<file path="config.mk">
export PLATFORM = sky130hd
export DESIGN_NAME = driver_motoare_pwm_flat
export DESIGN_NICKNAME = d
export VERILOG_FILES = /design/src/rtl/driver_motoare_pwm_if.sv /design/src/rtl/driver_motoare_pwm.sv /design/src/flat_wrapper.sv
export SDC_FILE = /design/constraint.sdc
export NUM_CORES = 1
export LEC_CHECK = 0
export ABC_AREA = 1
export CORE_ASPECT_RATIO = 1.1
export CORE_UTILIZATION = 61
export CTS_CLUSTER_DIAMETER = 200
export DETAILED_ROUTE_END_ITERATION = 10
export PLACE_DENSITY = 0.89
export SLEW_MARGIN = 5
export SYNTH_ARGS = -nofsm -noshare
export SYNTH_HDL_FRONTEND = slang
export SYNTH_SLANG_ARGS = --single-unit
</file>
<file path="constraint.sdc">
create_clock -name clk -period 2.6 [get_ports clk]
set_input_delay 0.26 -clock clk [delete_from_list [all_inputs] [get_ports clk]]
set_output_delay 0.26 -clock clk [all_outputs]
set_load 0.02 [all_outputs]
</file>
<file path="src/rtl/driver_motoare_pwm_if.sv">
// driver_motoare_pwm_if: motor command inputs (directie/factor_dc) and H-bridge outputs (in1/in2/en/mort/perioada_start)
interface driver_motoare_pwm_if;
  logic [1:0] directie_driverA, directie_driverB;
  logic [11:0] factor_dc_driverA, factor_dc_driverB;
  logic in1_A, in2_A, en_A, mort_A;
  logic in1_B, in2_B, en_B, mort_B;
  logic perioada_start;
  modport master (
    output directie_driverA, directie_driverB, factor_dc_driverA, factor_dc_driverB,
    input in1_A, in2_A, en_A, mort_A, in1_B, in2_B, en_B, mort_B, perioada_start
  );
  modport slave (
    input directie_driverA, directie_driverB, factor_dc_driverA, factor_dc_driverB,
    output in1_A, in2_A, en_A, mort_A, in1_B, in2_B, en_B, mort_B, perioada_start
  );
endinterface

</file>
<file path="src/rtl/driver_motoare_pwm.sv">
// driver_motoare_pwm: two-channel H-bridge driver with BCD PWM and dead time; ports clk, rst_n (async low), bus (slave: commands in, bridge controls out)
module driver_motoare_pwm #(
  parameter int PRESCALE = 50,
  parameter int DEAD_CYC = 1000
) (
  input logic clk,
  input logic rst_n,
  driver_motoare_pwm_if.slave bus
);
  localparam int PW = PRESCALE > 1 ? $clog2(PRESCALE) : 1;
  localparam int TW = DEAD_CYC > 1 ? $clog2(DEAD_CYC) : 1;
  localparam logic [1:0] STOP = 2'd0, FWD = 2'd1, REV = 2'd2, DEAD = 2'd3;
  logic [PW-1:0] psc;
  logic [11:0] cnt, cnt_nx;
  logic tick, wrap, per;
  logic [1:0][1:0] dir_s, st;
  logic [1:0][11:0] duty_s, duty_sh;
  logic [1:0][TW-1:0] tmr;
  logic [1:0] in1, in2, en, mort;
  function automatic logic [11:0] clamp(input logic [11:0] d);
    return (d[11:8] > 4'd9 || d[7:4] > 4'd9 || d[3:0] > 4'd9) ? 12'h999 : d;
  endfunction
  function automatic logic [1:0] sel(input logic [1:0] d);
    return d == 2'b10 ? FWD : d == 2'b01 ? REV : STOP;
  endfunction
  function automatic logic [3:0] dinc(input logic [3:0] d);
    return d == 4'd9 ? 4'd0 : d + 4'd1;
  endfunction
  assign tick = psc == PW'(PRESCALE - 1);
  assign wrap = tick && cnt == 12'h999;
  assign cnt_nx = {cnt[7:0] == 8'h99 ? dinc(cnt[11:8]) : cnt[11:8],
                   cnt[3:0] == 4'h9 ? dinc(cnt[7:4]) : cnt[7:4],
                   dinc(cnt[3:0])};
  always_ff @(posedge clk or negedge rst_n)
    if (!rst_n) begin
      psc <= '0;
      cnt <= '0;
      per <= 1'b0;
      dir_s <= '0;
      duty_s <= '0;
      duty_sh <= '0;
      st <= '0;
      tmr <= '0;
      in1 <= '0;
      in2 <= '0;
      en <= '0;
      mort <= '0;
    end else begin
      dir_s <= {bus.directie_driverB, bus.directie_driverA};
      duty_s <= {bus.factor_dc_driverB, bus.factor_dc_driverA};
      psc <= tick ? '0 : psc + 1'b1;
      cnt <= tick ? cnt_nx : cnt;
      per <= wrap;
      for (int c = 0; c < 2; c++) begin
        if (wrap) duty_sh[c] <= clamp(duty_s[c]);
        in1[c] <= st[c] == FWD;
        in2[c] <= st[c] == REV;
        en[c] <= (st[c] == FWD || st[c] == REV) && cnt < duty_sh[c];
        mort[c] <= st[c] == DEAD;
        if (st[c] == DEAD) begin
          tmr[c] <= tmr[c] == '0 ? '0 : tmr[c] - 1'b1;
          if (tmr[c] == '0) st[c] <= sel(dir_s[c]);
        end else if (st[c] == STOP) begin
          st[c] <= sel(dir_s[c]);
        end else if (dir_s[c] != (st[c] == FWD ? 2'b10 : 2'b01)) begin
          st[c] <= DEAD;
          tmr[c] <= TW'(DEAD_CYC - 1);
        end
      end
    end
  assign bus.in1_A = in1[0];
  assign bus.in2_A = in2[0];
  assign bus.en_A = en[0];
  assign bus.mort_A = mort[0];
  assign bus.in1_B = in1[1];
  assign bus.in2_B = in2[1];
  assign bus.en_B = en[1];
  assign bus.mort_B = mort[1];
  assign bus.perioada_start = per;
endmodule

</file>
<file path="src/flat_wrapper.sv">
// flat-port wrapper written by rule: the top's interface ports become plain ports
module driver_motoare_pwm_flat 
#(
  parameter int PRESCALE = 50,
  parameter int DEAD_CYC = 1000
)
  (clk, rst_n, bus_directie_driverA, bus_directie_driverB, bus_factor_dc_driverA, bus_factor_dc_driverB, bus_in1_A, bus_in2_A, bus_en_A, bus_mort_A, bus_in1_B, bus_in2_B, bus_en_B, bus_mort_B, bus_perioada_start);
  driver_motoare_pwm_if bus_i ();
  input logic clk;
  input logic rst_n;
  input wire logic [$bits(bus_i.directie_driverA)-1:0] bus_directie_driverA;
  input wire logic [$bits(bus_i.directie_driverB)-1:0] bus_directie_driverB;
  input wire logic [$bits(bus_i.factor_dc_driverA)-1:0] bus_factor_dc_driverA;
  input wire logic [$bits(bus_i.factor_dc_driverB)-1:0] bus_factor_dc_driverB;
  output wire logic [$bits(bus_i.in1_A)-1:0] bus_in1_A;
  output wire logic [$bits(bus_i.in2_A)-1:0] bus_in2_A;
  output wire logic [$bits(bus_i.en_A)-1:0] bus_en_A;
  output wire logic [$bits(bus_i.mort_A)-1:0] bus_mort_A;
  output wire logic [$bits(bus_i.in1_B)-1:0] bus_in1_B;
  output wire logic [$bits(bus_i.in2_B)-1:0] bus_in2_B;
  output wire logic [$bits(bus_i.en_B)-1:0] bus_en_B;
  output wire logic [$bits(bus_i.mort_B)-1:0] bus_mort_B;
  output wire logic [$bits(bus_i.perioada_start)-1:0] bus_perioada_start;
  assign bus_i.directie_driverA = bus_directie_driverA;
  assign bus_i.directie_driverB = bus_directie_driverB;
  assign bus_i.factor_dc_driverA = bus_factor_dc_driverA;
  assign bus_i.factor_dc_driverB = bus_factor_dc_driverB;
  assign bus_in1_A = bus_i.in1_A;
  assign bus_in2_A = bus_i.in2_A;
  assign bus_en_A = bus_i.en_A;
  assign bus_mort_A = bus_i.mort_A;
  assign bus_in1_B = bus_i.in1_B;
  assign bus_in2_B = bus_i.in2_B;
  assign bus_en_B = bus_i.en_B;
  assign bus_mort_B = bus_i.mort_B;
  assign bus_perioada_start = bus_i.perioada_start;
  driver_motoare_pwm #(.PRESCALE(PRESCALE), .DEAD_CYC(DEAD_CYC)) u_core (.clk(clk), .rst_n(rst_n), .bus(bus_i));
endmodule
</file>
==> run metrics, run 1 <==
post-synthesis area per instance=8.70 µm²; TritonCTS buffer count=9; P per Cell Area=643 nW/µm²; pin count of the biggest net entering global routing=66; number of enable-type register cells in the synthesized netlist=0; width of the die=90.8 µm; cell-by-cell trace of the critical path=inv_1 > ha_1 > nand4_4 > inv_4 > nand2_4 > nand2_1 > o21ai_2; list of most frequent post-synthesis cells=nand2_1 (133), dfrtp_1 (103), inv_1 (90); Fin. Hold Viols=18; final sum of negative setup slack=0 ns; buffers added on ports=38; overall via count from detail_route=4137; post-detailed-placement cell area=~5800 µm²; Synth Flop Type=dfrtp_1; Highest Clock Rate=0.532 GHz; Sink Count=103; violated checks=hold timing; power share of the combinational group=0.272; final cycle utilization of the critical path=0.722; family of cells with the greatest summed delay on the critical path=simple AND/OR/NAND/NOR gates; warnings from Yosys=0; layout-stage area growth over the synthesis result=12.7%; dominant cell by count in the synthesized netlist=nand2_1; number of antenna-violating nets in the routed design=0; final critical delay including setup and external delays=1.88 ns; required time of the critical path=2.82 ns; worst-case hold slack=-0.0319 ns; area share of the largest cell type after synthesis=0.487; worst-case clock skew=0.0142 ns; PostCTS Resize Cnt=0; Vert. Die Dim=between 90 and 100 µm; sequential fraction of design power=0.475; Max H-tree Level=3; total I/O pin count=39; max-capacitance violation count=0; total non-filler cell area in the finished layout=5970 µm²; CTS clk-pin slew, worst paths=0.10 ns; r2r worst-path depth=7; vias per cell=5.37; Synth Cell Area=5290 µm²; class of the tightest hold or removal check=in2async; global placer's final weighted congestion=0.864; wire length of the first global-routing pass=17600 µm; total net switching power=1280 µW; transition time at the pin with the least slew margin=0.802 ns; async set-reset flop share out of synthesis=1.00; standard-cell row count=35; Clk Latency, worst-skew pair=0.36 ns; Starting Density=0.629; placeable core region=8410 µm²; hold-fix buffers at CTS=0; TritonCTS clock tree=built; residual overflow from global routing=0; CP Max Fanout=44; overall die area=~9100 µm²; 1st-iter DRT viols=259; cell type with the highest aggregate area in the netlist=dfrtp_1; switching power as a share of total power=0.334; Power Total=3840 µW; Post-CTS Setup Repair Bufs=0; global routing usage on met3=0.0428; sequential fraction of the synthesis area=0.487; met2 usage in global routing=0.449; gr busiest metal=met2; count of unresolved DRC violations after routing=0; status=complete, but fails checks; number of cells on the critical path=7; fraction of layout cells with a size suffix above 1=0.108; reg2reg start=u_core.psc[1]; cell types occupying the most area after synthesis=dfrtp_1 (49%), nand2_1 (9.4%), ha_1 (8.5%); Overall Global Routing Usage=0.244; Lkg Pwr=~0.0028 µW; critical path startpoint category=flip-flop; worst reg2reg path endpoint=u_core.duty_sh[21]; CTS max path bufs=2; Setup violations, final=0; worst vdd rail ir drop=0.426 mV; number of cells produced by synthesis=between 600 and 700; Buffers & Inverters on Critical Path=2; router iterations before antenna repair=4; flip-flop and latch count after synthesis=103; critical path endpoint category=flip-flop; Crit path largest cell delay=0.41 ns; Unique masters post-synth=30; part of the power in the clock network=0.253; total wirelength of the detailed-routed design=10100 µm; vias in the first global route=4102; routed length per placed instance=13.1 µm; Worst path slowest cell=dfrtp_1; headroom to the max-slew limit=0.465; nets@finish=721; number of slew-limit violations in the final report=0; type of the worst setup path=reg2reg; Syn Nets=674; root cell of the clock tree=clkbuf_8; met1 layer usage reported by global route=0.278; Antenna diodes=0; Cell Int Power=2550 µW; unrepaired setup endpoints after global routing=false; worst endpoint data arrival time=2.10 ns; setup slack on the worst flop-to-flop path=around 0.72 ns; antenna violations before repair=0; fillcell total=610; startpoint of the most critical setup path=u_core.psc[1]; detailed placer's ending HPWL=roughly 7500 µm; CP Capture Point=u_core.duty_sh[21]
## placed cells by master, fill, tap and decap left out
cell	count
nand2_1	133
dfrtp_1	103
inv_1	90
nor2_1	57
o21ai_0	40
clkdlybuf4s50_1	37
nand3_1	36
ha_1	36
a21oi_1	22
o21ai_2	22
nand2_2	12
xor2_1	11
clkbuf_8	9
nand4_1	6
or2_2	5
nor2_4	5
nor3_1	5
inv_2	3
nand3b_1	3
o211ai_1	3
buf_4	3
nor2_2	2
clkinv_4	2
nand4_4	1
inv_4	1
nand3_2	1
nor4_1	1
a31oi_1	1
o21ai_1	1
nor3_2	1
xnor2_1	1
nand2_4	1
o2111ai_1	1
clkinv_2	1
bufinv_16	1
clkbuf_1	1
clkinvlp_4	1
## worst reg2reg max path, stage by stage (launching register included)
cell and delay (ns):
dfrtp_1 0.41, inv_1 0.07, ha_1 0.19, nand4_4 0.22, inv_4 0.17, nand2_4 0.34, nand2_1 0.25, o21ai_2 0.07
## metrics by stage
stage / cells / utilization / hold slack, ns / setup WS, ns
2_1_floorplan: 608 / - / -0.0356 / 1.15
3_3_place_gp: 755 / 0.687 / 0.401 / 0.917
3_5_place_dp: 755 / 0.687 / 0.405 / 0.750
4_1_cts: 770 / 0.710 / 0.00864 / 0.708
5_1_grt: 770 / 0.710 / 0.0421 / 0.599
6_report: 770 / 0.710 / -0.0319 / 0.722
## final cells by class
class                           count  area, µm²  share of cell area
Inverter                           94        355              0.0596
Clock buffer                       10        128              0.0214
Timing Repair Buffer               40        393              0.0659
Multi-Input combinational cell    407       2310               0.388
Tap cell                          111        139              0.0233
Sequential cell                   103       2580               0.432
Clock inverter                      5       60.1              0.0101
## sequential cells by signal, summed over array words and instances (netlist names)
register and count:
u_core.st 4, u_core.cnt 12, u_core.bus.perioada_start 1, u_core.dir_s 4, u_core.duty_sh 24, u_core.in1 2, u_core.mort 2, u_core.in2 2
u_core.psc 6, u_core.duty_s 24, u_core.tmr 20, u_core.en 2
## routing by layer
layer  vias up  wire length (µm)
met3        29               436
met5         -                 0
met2       109              5300
met4         0               297
met1      1971              4090
li1       2028                 -
## kinds of logic after synthesis
family          after synthesis  synth area share
compound gates               90             0.103
xor+xnor                     12            0.0199
fa+ha+maj                    36            0.0851
buf+inv                      98            0.0757
flops                       103             0.487
simple gates                269             0.229
## worst min path at each step
| stage | startpoint | endpoint | slack (ns) | depth (start not counted) |
|---|---|---|---|---|
| 6_report | rst_n | u_core.tmr[15] | -0.03 | 1 |
| 4_1_cts | rst_n | u_core.tmr[13] | 0.009 | 1 |
| 5_1_grt | rst_n | u_core.tmr[17] | 0.04 | 1 |
| 2_1_floorplan | rst_n | u_core.bus.perioada_start | -0.04 | 0 |
| 3_5_place_dp | rst_n | u_core.tmr[13] | 0.41 | 1 |
| 3_3_place_gp | rst_n | u_core.tmr[15] | 0.40 | 1 |
## power groups by stage
stage | logic (µW) | registers, µW | clock network, µW
floorplan | 611 | 1890 | 0
CTS | 1040 | 1820 | 983
global route | 1170 | 1840 | 1030
detailed placement | 1040 | 1850 | 0
finish | 1040 | 1820 | 972
global placement | 983 | 1840 | 0
No activity file was read; power rests on OpenSTA's default activity.
==> run 2: changes to the inputs <==
CORE_UTILIZATION = 53   (was 61)
PLACE_DENSITY = 0.82   (was 0.89)
clock period = 1.6 ns   (was 2.6 ns; I/O delays follow)
==> run metrics, run 2 (synthesized netlist as in run 1, its figures left out) <==
Overall Global Routing Usage=0.205 (-0.0392); fraction of layout cells with a size suffix above 1=0.171 (+0.0635); placeable core region=9540 µm² (+13%); overall die area=10400 µm² (+15%); Routed met2 length=5480 µm (+3.4%); most frequent standard cell in the layout excluding fill and tap cells=nand2_1; total wirelength of the detailed-routed design=10400 µm (+2.7%); Sink Count=103 (unchanged); Fin. Hold Viols=0 (-18); standard-cell row count=37 (+5.7%); antenna violations before repair=0 (unchanged); cell-by-cell trace of the critical path=nor2_2 > nand4_4 > clkinv_4 > nand2_4 > buf_12 > nand2_1 > o21ai_2; type of the worst setup path=reg2reg; headroom to the max-slew limit=0.639 (+0.174); buffers added on ports=38 (unchanged); overall via count from detail_route=4221 (+2.0%); nets@finish=750 (+4.0%); final core utilization=0.661 (-0.0489); number of antenna-violating nets in the routed design=0 (unchanged); worst-case clock skew=0.0154 ns (+0.00118 ns); worst-case hold slack=0.215 ns (+0.247 ns); worst endpoint data arrival time=1.78 ns (-0.32 ns); setup slack on the worst flop-to-flop path=0.07 ns (-0.65 ns); Setup violations, final=0 (unchanged); 1st-iter DRT viols=245 (-5.4%); width of the die=97.3 µm (+7.1%); top routing layer used=met4; CTS max path bufs=2 (unchanged); CTS clk-pin slew, worst paths=0.11 ns (about the same); vias per cell=5.24 (-2.5%); final cycle utilization of the critical path=0.957 (+0.234); status=completed; DP Cell Count=778 (+3.0%); count of non-filler cells in the finished layout=806 (+4.7%); root cell of the clock tree=clkbuf_8; required time of the critical path=1.85 ns (-0.97 ns); Lkg Pwr=0.00300 µW (+6.2%); router iterations before antenna repair=4 (unchanged); Starting Density=0.555 (-0.0745); Worst path slowest cell=dfrtp_1; Max H-tree Level=3 (unchanged); transition time at the pin with the least slew margin=0.541 ns (-0.261 ns); final sum of negative setup slack=0 ns (unchanged); Clk Latency, worst-skew pair=0.37 ns (about the same); max-capacitance violation count=0 (unchanged); Antenna diodes=0 (unchanged); critical path startpoint category=flip-flop; Highest Clock Rate=0.653 GHz (+23%); pin count of the biggest net entering global routing=104 (+58%); P per Cell Area=1040 nW/µm² (+62%); Vert. Die Dim=107 µm (+7.1%); most frequent cells in the layout=nand2_1 (130), dfrtp_1 (102), inv_1 (86); CP Max Fanout=24 (-45%); layout-stage area growth over the synthesis result=19.1%; count of unresolved DRC violations after routing=0 (unchanged); residual overflow from global routing=0 (unchanged); length of routed met3 wiring=346 µm (-21%); area used by sequential logic in the layout=2580 µm² (about the same); critical path endpoint category=flip-flop; number of slew-limit violations in the final report=0 (unchanged); final critical delay including setup and external delays=1.53 ns (-0.348 ns); fillcell total=748 (+23%); worst vdd rail ir drop=0.484 mV (+13%); global placer's final weighted congestion=0.870 (+0.69%); TritonCTS clock tree=built; Buffers & Inverters on Critical Path=2 (unchanged); family of cells with the greatest summed delay on the critical path=simple AND/OR/NAND/NOR gates; Met1 Wirelength=4420 µm (+8.1%); detailed placer's ending HPWL=7380 µm (-1.6%); total I/O pin count=39 (unchanged); wire length of the first global-routing pass=17400 µm (-0.79%); area of combinational cells with multiple inputs=2380 µm² (+3.0%); largest registers ranked by flip-flop count=u_core.duty_s (24), u_core.duty_sh (24), u_core.tmr (20); routed length per placed instance=12.9 µm (-1.9%); class of the tightest hold or removal check=in2reg; Crit path largest cell delay=0.45 ns (+0.04 ns); vias in the first global route=4012 (-2.2%); TritonCTS buffer count=9 (unchanged)
-- run 2: cell count changes in the layout (fill, tap and decap cells not counted), sizes merged --
| cell | previous run | this run |
|---|---|---|
| clkinvlp | 1 | 2 |
| inv | 94 | 95 |
| dlygate4sd3 | 0 | 1 |
| nand4 | 7 | 8 |
| buf | 3 | 30 |
| bufinv | 1 | 0 |
-- run 2: final timing paths --
check / start / end / cells after the start
worst max-delay path: u_core.psc[2] / u_core.duty_sh[20] / 7
worst min-delay path: bus_factor_dc_driverB[4] / u_core.duty_s[16] / 1
worst max register to register: u_core.psc[2] / u_core.duty_sh[20] / 7
worst min register to register: u_core.duty_sh[7] / u_core.duty_sh[7] / 2
max in group asynchronous: rst_n / u_core.duty_sh[2] / 3
min in group asynchronous: rst_n / u_core.tmr[11] / 3
-- run 2: worst reg2reg max path: stages (launching register included) --
cell	delay, ns
dfrtp_1	0.45
nor2_2	0.22
nand4_4	0.21
clkinv_4	0.14
nand2_4	0.08
buf_12	0.17
nand2_1	0.09
o21ai_2	0.05
-- run 2: repair_timing --
item,CTS,global route
endpoints found under the hold margin,103,0
resized for setup,2,23
hold buffers,1,0
cloned,0,1
pin swaps,0,4
buffers inserted,0,10
setup endpoints to repair,5,47
-- run 2: area by class of cell --
class / count / share of cell area
inverter: 94 / 0.0568
timing repair buffer: 68 / 0.102
sequential: 103 / 0.409
clock buffer: 10 / 0.0218
multi-input combinational: 408 / 0.378
tap: 117 / 0.0232
clock inverter: 6 / 0.00834
-- run 2: through the flow --
step	instance area, µm²	setup WS [ns]	total power [µW]
2_1_floorplan	5290	0.150	4070
3_3_place_gp	5950	0.0772	4740
3_5_place_dp	5950	-0.0612	4830
4_1_cts	6150	0.0209	6410
5_1_grt	6300	-0.0247	6950
6_report	6300	0.0696	6550
-- run 2: power by group --
group          leakage [µW]  internal [µW]  total (µW)  switching (µW)
clock             0.0000910            631        1570             944
combinational       0.00165            831        2000            1170
sequential          0.00126           2820        2970             152
-- run 2: layer usage --
layer | up-vias | GRT usage
met5 | - | 0
met4 | 0 | 0.0735
met3 | 12 | 0.0313
met2 | 86 | 0.367
met1 | 2028 | 0.253
li1 | 2095 | -
==> run 3: changes to the inputs <==
TNS_END_PERCENT = 20   (was not set)
==> run metrics, run 3 (synthesized netlist as in run 1, its figures left out) <==
antenna violations before repair=0 (unchanged); root cell of the clock tree=clkbuf_8; final core utilization=0.656 (-0.00420); headroom to the max-slew limit=0.639 (about the same); Crit path largest cell delay=0.41 ns (-0.04 ns); worst-case clock skew=0.0146 ns (-0.000784 ns); Sink Count=103 (unchanged); vias in the first global route=4012 (unchanged); largest registers ranked by flip-flop count=u_core.duty_s (24), u_core.duty_sh (24), u_core.tmr (20); final critical delay including setup and external delays=1.51 ns (-0.0180 ns); router iterations before antenna repair=5 (+1); Vert. Die Dim=107 µm (unchanged); CTS max path bufs=2 (unchanged); fraction of layout cells with a size suffix above 1=0.166 (-0.00484); nets@finish=746 (-0.53%); Setup violations, final=0 (unchanged); routed length per placed instance=12.7 µm (-1.1%); overall die area=10400 µm² (unchanged); status=completed; final cycle utilization of the critical path=0.945 (-0.0113); worst vdd rail ir drop=0.485 mV (+0.34%); max-capacitance violation count=0 (unchanged); critical path endpoint category=flip-flop; Highest Clock Rate=0.661 GHz (+1.2%); count of non-filler cells in the finished layout=802 (-0.50%); cell-by-cell trace of the critical path=inv_1 > ha_1 > nand4_4 > clkinv_4 > nand2_4 > buf_12 > nand2_1 > o21ai_2; total I/O pin count=39 (unchanged); width of the die=97.3 µm (unchanged); placeable core region=9540 µm² (unchanged); CP Max Fanout=24 (unchanged); critical path startpoint category=flip-flop; TritonCTS clock tree=built; Starting Density=0.555 (unchanged); Fin. Hold Viols=0 (unchanged); P per Cell Area=1040 nW/µm² (-0.17%); residual overflow from global routing=0 (unchanged); transition time at the pin with the least slew margin=0.541 ns (+0.000297 ns); worst-case hold slack=0.221 ns (+0.00558 ns); Antenna diodes=0 (unchanged); most frequent standard cell in the layout excluding fill and tap cells=nand2_1; number of antenna-violating nets in the routed design=0 (unchanged); pin count of the biggest net entering global routing=104 (unchanged); unrepaired setup endpoints after global routing=true; buffers added on ports=38 (unchanged); Max H-tree Level=3 (unchanged); standard-cell row count=37 (unchanged); wire length of the first global-routing pass=17400 µm (unchanged); class of the tightest hold or removal check=in2reg; TritonCTS buffer count=9 (unchanged); Worst path slowest cell=dfrtp_1; worst endpoint data arrival time=1.76 ns (-0.02 ns); Clk Latency, worst-skew pair=0.36 ns (about the same); global placer's final weighted congestion=0.870 (unchanged); vias per cell=5.20 (-0.72%); DP Cell Count=778 (unchanged); count of unresolved DRC violations after routing=0 (unchanged); detailed placer's ending HPWL=7380 µm (unchanged); type of the worst setup path=reg2reg; CTS clk-pin slew, worst paths=0.10 ns (about the same); number of slew-limit violations in the final report=0 (unchanged); Lkg Pwr=0.00298 µW (-0.83%); overall via count from detail_route=4170 (-1.2%); Overall Global Routing Usage=0.205 (unchanged); total wirelength of the detailed-routed design=10200 µm (-1.6%); most frequent cells in the layout=nand2_1 (130), dfrtp_1 (101), inv_1 (85); 1st-iter DRT viols=275 (+12%); required time of the critical path=1.85 ns (about the same); layout-stage area growth over the synthesis result=18.3%
run 3: layout make-up:
type / instances / area, µm²
Fill cell: 757 / 3280
Multi-Input combinational cell: 407 / 2360
Sequential cell: 103 / 2580
Clock buffer: 10 / 138
Inverter: 94 / 358
Clock inverter: 6 / 52.6
Timing Repair Buffer: 65 / 621
Tap cell: 117 / 146
run 3: critical path: cells and delay by family, from the launching register on:
kind / cells / cell delay [ns]
DFF: 1 / 0.41
and+or+nand+nor: 3 / 0.37
AOI/OAI and AO/OA: 1 / 0.05
buffers and inverters: 3 / 0.39
adders and majority gates: 1 / 0.18
run 3: path summary, 6_finish.rpt:
| path | from | endpoint | slack (ns) | cells past startpoint |
|---|---|---|---|---|
| worst max register to register | u_core.psc[1] | u_core.duty_sh[20] | 0.09 | 8 |
| worst min register to register | u_core.duty_sh[7] | u_core.duty_sh[7] | 0.50 | 2 |
| worst min-delay path | bus_factor_dc_driverB[7] | u_core.duty_s[19] | 0.22 | 1 |
| max in group asynchronous | rst_n | u_core.duty_sh[2] | 0.79 | 3 |
| worst max-delay path | u_core.psc[1] | u_core.duty_sh[20] | 0.09 | 8 |
| min in group asynchronous | rst_n | u_core.tmr[11] | 0.38 | 3 |
run 3: layer usage:
metal	part of all wire	wire (µm)	track usage	vias to the layer above
met5	0	0	0	-
met4	0.012	120	0.0735	0
met3	0.027	272	0.0313	10
met2	0.53	5390	0.367	72
met1	0.43	4440	0.253	2004
li1	-	-	-	2084
run 3: what timing repair did:
action                     CTS  global route
buffers inserted             0             7
gates cloned                 0             0
setup endpoints to repair    5            47
resized for setup            2            22
hold buffers                 1             0
hold endpoints to repair   103             0
pin swaps                    0             3
run 3: where the power goes:
group	internal (µW)	switching, µW	total [µW]	leakage, µW
logic	803	1150	1960	0.00163
registers	2820	150	2970	0.00126
clock network	631	939	1570	0.0000910
run 3: per-stage QoR:
step / total power [µW] / area, µm² / TNS [ns] / setup slack, ns
3_5_place_dp: 4830 / 5950 / -0.114 / -0.0612
4_1_cts: 6410 / 6150 / 0 / 0.0209
6_report: 6500 / 6260 / 0 / 0.0876
2_1_floorplan: 4070 / 5290 / 0 / 0.150
5_1_grt: 6910 / 6260 / -0.116 / -0.0392
3_3_place_gp: 4740 / 5950 / 0 / 0.0772
